--- config.mk ---
export PLATFORM = sky130hd
export DESIGN_NAME = press_decoder
export DESIGN_NICKNAME = d
export VERILOG_FILES = /design/src/rtl/press_decoder.sv
export SDC_FILE = /design/constraint.sdc
export NUM_CORES = 1
export LEC_CHECK = 0
export ABC_AREA = 1
export CAP_MARGIN = 40
export CORE_MARGIN = 2
export CORE_UTILIZATION = 23
export DETAILED_ROUTE_END_ITERATION = 10
export HOLD_SLACK_MARGIN = 0.1
export PLACE_DENSITY = 0.5
export SLEW_MARGIN = 20
export SYNTH_ARGS = -nofsm -noshare
export SYNTH_HDL_FRONTEND = slang
export SYNTH_SLANG_ARGS = --single-unit
export TNS_END_PERCENT = 20
--- constraint.sdc ---
create_clock -name clock -period 3.2 [get_ports clock]
set_clock_uncertainty 0.1 [all_clocks]
set_input_delay 0.64 -clock clock [delete_from_list [all_inputs] [get_ports clock]]
set_output_delay 0.64 -clock clock [all_outputs]
set_load 0.01 [all_outputs]
--- src/rtl/press_decoder.sv ---
// Button press classifier: SHORT / LONG (and DOUBLE when PRESS_DECODER_DOUBLE_EN is
// defined) from a filtered level, counted in enable ticks, with a one-deep event register.
module press_decoder #(
    parameter int unsigned width      = 16,
    parameter int unsigned long_count = 500,
    parameter int unsigned gap_count  = 250
) (
    input  logic             clock,
    input  logic             reset,
    input  logic             enable,
    input  logic             in,
    input  logic             valid,
    output logic             event_valid,
    input  logic             event_ready,
    output logic [1:0]       event_code,
    output logic [width-1:0] event_duration,
    output logic             overrun
);

`ifdef PRESS_DECODER_DOUBLE_EN
    typedef enum logic [1:0] {IDLE, PRESS, GAP, PRESS2} state_t;
`else
    typedef enum logic {IDLE, PRESS} state_t;
`endif

    localparam logic [1:0] CODE_SHORT  = 2'b01;
    localparam logic [1:0] CODE_LONG   = 2'b10;
`ifdef PRESS_DECODER_DOUBLE_EN
    localparam logic [1:0] CODE_DOUBLE = 2'b11;
`endif

    state_t           state;
    logic [width-1:0] dur;
`ifdef PRESS_DECODER_DOUBLE_EN
    logic [width-1:0] gap;
    logic [width-1:0] saved;
    logic [width-1:0] gap_inc;
`endif

    logic             emit;
    logic [1:0]       emit_code;
    logic [width-1:0] emit_dur;

    function automatic logic [width-1:0] sat_inc(input logic [width-1:0] v);
        return (&v) ? v : v + width'(1);
    endfunction

`ifdef PRESS_DECODER_DOUBLE_EN
    assign gap_inc = sat_inc(gap);
`endif

    // Event decision for the current tick; loaded into the event register below.
    always_comb begin
        emit      = 1'b0;
        emit_code = 2'b00;
        emit_dur  = '0;
        if (valid && enable) begin
            case (state)
                PRESS: begin
                    if (!in) begin
                        if (32'(dur) >= long_count) begin
                            emit      = 1'b1;
                            emit_code = CODE_LONG;
                            emit_dur  = dur;
                        end
`ifdef PRESS_DECODER_DOUBLE_EN
                        else if (gap_count <= 1) begin
                            emit      = 1'b1;
                            emit_code = CODE_SHORT;
                            emit_dur  = dur;
                        end
`else
                        else begin
                            emit      = 1'b1;
                            emit_code = CODE_SHORT;
                            emit_dur  = dur;
                        end
`endif
                    end
                end
`ifdef PRESS_DECODER_DOUBLE_EN
                GAP: begin
                    if (!in && 32'(gap_inc) == gap_count) begin
                        emit      = 1'b1;
                        emit_code = CODE_SHORT;
                        emit_dur  = saved;
                    end
                end
                PRESS2: begin
                    if (!in) begin
                        emit      = 1'b1;
                        emit_code = CODE_DOUBLE;
                        emit_dur  = dur;
                    end
                end
`endif
                default: ;
            endcase
        end
    end

    always_ff @(posedge clock or negedge reset) begin
        if (!reset) begin
            state          <= IDLE;
            dur            <= '0;
`ifdef PRESS_DECODER_DOUBLE_EN
            gap            <= '0;
            saved          <= '0;
`endif
            event_valid    <= 1'b0;
            event_code     <= 2'b00;
            event_duration <= '0;
            overrun        <= 1'b0;
        end else begin
            if (emit) begin
                if (!event_valid || event_ready) begin
                    event_valid    <= 1'b1;
                    event_code     <= emit_code;
                    event_duration <= emit_dur;
                end else begin
                    overrun <= 1'b1;
                end
            end else if (event_valid && event_ready) begin
                event_valid    <= 1'b0;
                event_code     <= 2'b00;
                event_duration <= '0;
            end

            if (!valid) begin
                state <= IDLE;
                dur   <= '0;
`ifdef PRESS_DECODER_DOUBLE_EN
                gap   <= '0;
                saved <= '0;
`endif
            end else if (enable) begin
                case (state)
                    IDLE: begin
                        if (in) begin
                            state <= PRESS;
                            dur   <= width'(1);
                        end
                    end
                    PRESS: begin
                        if (in) begin
                            dur <= sat_inc(dur);
                        end else if (32'(dur) >= long_count) begin
                            state <= IDLE;
                            dur   <= '0;
                        end else begin
`ifdef PRESS_DECODER_DOUBLE_EN
                            // The release tick is the first tick of the gap.
                            if (gap_count <= 1) begin
                                state <= IDLE;
                            end else begin
                                state <= GAP;
                                saved <= dur;
                                gap   <= width'(1);
                            end
`else
                            state <= IDLE;
`endif
                            dur <= '0;
                        end
                    end
`ifdef PRESS_DECODER_DOUBLE_EN
                    GAP: begin
                        if (in) begin
                            state <= PRESS2;
                            dur   <= width'(1);
                            gap   <= '0;
                        end else if (32'(gap_inc) == gap_count) begin
                            state <= IDLE;
                            gap   <= '0;
                            saved <= '0;
                        end else begin
                            gap <= gap_inc;
                        end
                    end
                    PRESS2: begin
                        if (in) begin
                            dur <= sat_inc(dur);
                        end else begin
                            state <= IDLE;
                            dur   <= '0;
                            saved <= '0;
                        end
                    end
`endif
                    default: state <= IDLE;
                endcase
            end
        end
    end

endmodule
==> impl_metrics.toml <==
[power_and_ir_drop]
clkPwrFrac_pct = 34.5
switching_share_pct = 25.78
power.internal_uw = 716.3
pwr-share-comb_pct = 13.5
peakVddDrop_uv = 143.5
power_frac_seq_pct = 51.9
powerDensity_nw_per_um2 = 379.4
power_leakage_uw = 0.001049
p_sw_uw = 248.8

[routing]
num_vias = 1842
viasPerCell = 4.548
firstDrtPassIters = 4
postRouteAntennaNets = 0
wl_per_cell_um = 13.01
remaining_drc_errors = 0
wl_mm = 5.270
drtIter0Drc = 117

[synthesis]
synthMuxAreaShare_pct = 0
synth_cells = 268
synth_top_family_by_area = "simple AND/OR/NAND/NOR gates"
synth_warnings = 0
synth_area_leaders = "dfrtp_1, nand2_1, nand3_1, inv_1, o22ai_1"
synth_area_um2 = 2079
yosys.area_share.simple_pct = 31.35
synth_top_area_share_pct = 44.52
syn_avg_cell_area_um2 = 7.759
yosysUniqueCellTypes = 23
yosysSeqAreaShare_pct = 44.52
synthAdderAreaFrac_pct = 1.203
ys_seq_elements = 37
yosys.area_share.xor_xnor_pct = 0
synth-compound-area-share_pct = 11.91
synthesis.nets = 276
synth_largest_area_cell = "dfrtp_1"

[clocking]
path_clk_slew_ns = 0.07
root_buffer = "clkbuf_8"
cts.sinks = 37
cts_tree = "built"
cts_setup_buffers = 0
insertion_delay_ns = 0.28
htree_levels = 2
hold_buffers = 0
cts_max_path_buffers = 2
cts_resized = 0
cts_buffers = 5

[placed_design]
dp.cells = 398
dp_hpwl_mm = 4.076
gp_congestion = 0.8610
portBuffers = 25

[layout]
layout-drive-gt1-share_pct = 12.12
area_growth_pct = 22.32
final_cell_mix = "nand2_1, inv_1, dfrtp_1, nand3_1, clkdlybuf4s50_1"
final_common_cell = "nand2_1"
post-route-util_pct = 29.03
stdcell_count = 405
fillers = 989
diodes = 0
fin_nets = 305

[sta]
min_period_ns = 2.140
layout_worst_path_cycle_share_pct = 66.86
fin_tns_setup_ns = 0
hold_viol_final = 0
tightestPinTransition_ns = 0.7414
fmax_mhz = 467.4
slew_headroom_pct = 50.57
setup_violations = 0
slew_violations = 0
rsz0062_at_grt = "no"

[global_route]
antenna_found_initial = 0
grtUsageTotal_pct = 11.48
grt_pass1_vias = 1797
grt_max_degree = 22
grt_overflow_total = 0
grt_pass1_wl_mm = 9.032

[job]
max_cap_viol_count = 0

[floorplan]
ioPinCount = 26
die_x_um = 99.09
die_h_um = 99.09
start_util_pct = 23.73
dieArea_um2 = 9818
design.core.area_um2 = 8763
rows = 34

[setup_path]
critPathLaunchType = "input pin"
end_kind = "flip-flop"
critPathMaxFanout = 18
cp.arrival_ns = 2.17
reg2reg_depth = 8
setup.worst_path.class = "in -> reg"
required_ns = 3.23

[min_path]
hold_path.class = "in -> async"

[outcome]
outcome = "completed"
final cells by class:
| type | instances | area [µm²] | area share, % |
|---|---|---|---|
| clock buffer | 7 | 86.33 | 3.394 |
| inverter | 43 | 161.4 | 6.345 |
| multi-input combinational | 179 | 924.6 | 36.35 |
| sequential | 37 | 925.9 | 36.40 |
| tap | 108 | 135.1 | 5.312 |
| timing repair buffer | 31 | 310.3 | 12.20 |
cells by family (layout without fill, tap and decap cells):
logic type      Yosys count  count (layout)
fa+ha+maj                 2               2
simple gates            140             140
flops                    37              37
compound gates           37              37
buf+inv                  52              81
state kept, by name, summed over array words and instances, names as in the netlist:
signal and count:
dur 16, overrun 1, event_valid 1, event_code 2
event_duration 16, state 1
cells in the mapped netlist:
cell / count
nand2_1: 58
inv_1: 42
dfrtp_1: 37
nand3_1: 32
nor2_1: 21
o22ai_1: 17
o21ai_2: 9
nor3_1: 8
o21ai_0: 8
nand4_1: 6
nand2_2: 5
buf_6: 4
buf_2: 3
nor2_2: 3
nor2_4: 3
clkbuf_1: 2
ha_1: 2
nand3_2: 2
o211ai_1: 2
a21o_1: 1
inv_2: 1
nand3b_1: 1
nor4_1: 1
through the flow:
stage | hold WS [ns] | worst slack (ns) | instance area (µm²) | power (µW)
after CTS | 0.2052 | 1.019 | 2544 | 977.1
after floorplan | 0.2444 | 1.389 | 2079 | 575.2
after detailed placement | 0.3445 | 0.6914 | 2457 | 643.7
final | 0.1923 | 1.060 | 2544 | 965.1
after global placement | 0.3464 | 0.7196 | 2430 | 639.9
after global routing | 0.2291 | 0.8777 | 2544 | 1002
final timing paths:
check                      startpoint            end  slack [ns]
max                             valid  event_code[1]        1.06
min                             reset        dur[12]        0.19
max reg2reg                    dur[1]         dur[0]        1.21
min reg2reg                   overrun        overrun        0.36
max in group asynchronous       reset         dur[7]        2.36
min in group clock            overrun        overrun        0.36
per-layer routing:
| layer | vias up | share of wire, % | GRT usage [%] |
|---|---|---|---|
| met4 | 0 | 2.1 | 4.004 |
| met3 | 11 | 4.6 | 2.128 |
| met5 | - | 0 | 0 |
| met1 | 853 | 48 | 16.16 |
| li1 | 932 | - | - |
| met2 | 46 | 45 | 17.67 |
worst max-delay path, cell delays in order:
cell and delay, ns:
clkdlybuf4s50_1 0.56, nand2_1 0.08, nor2_1 0.31, nand2_2 0.10, o21ai_2 0.31, o21ai_0 0.17
power by group through the flow:
stage / combinational, µW / sequential, µW / clock [µW]
3_3_place_gp: 129 / 511 / 0
4_1_cts: 133 / 502 / 342
5_1_grt: 145 / 505 / 352
2_1_floorplan: 58.7 / 517 / 0
6_report: 131 / 501 / 333
3_5_place_dp: 133 / 511 / 0
No activity file was read; power rests on OpenSTA's default activity.
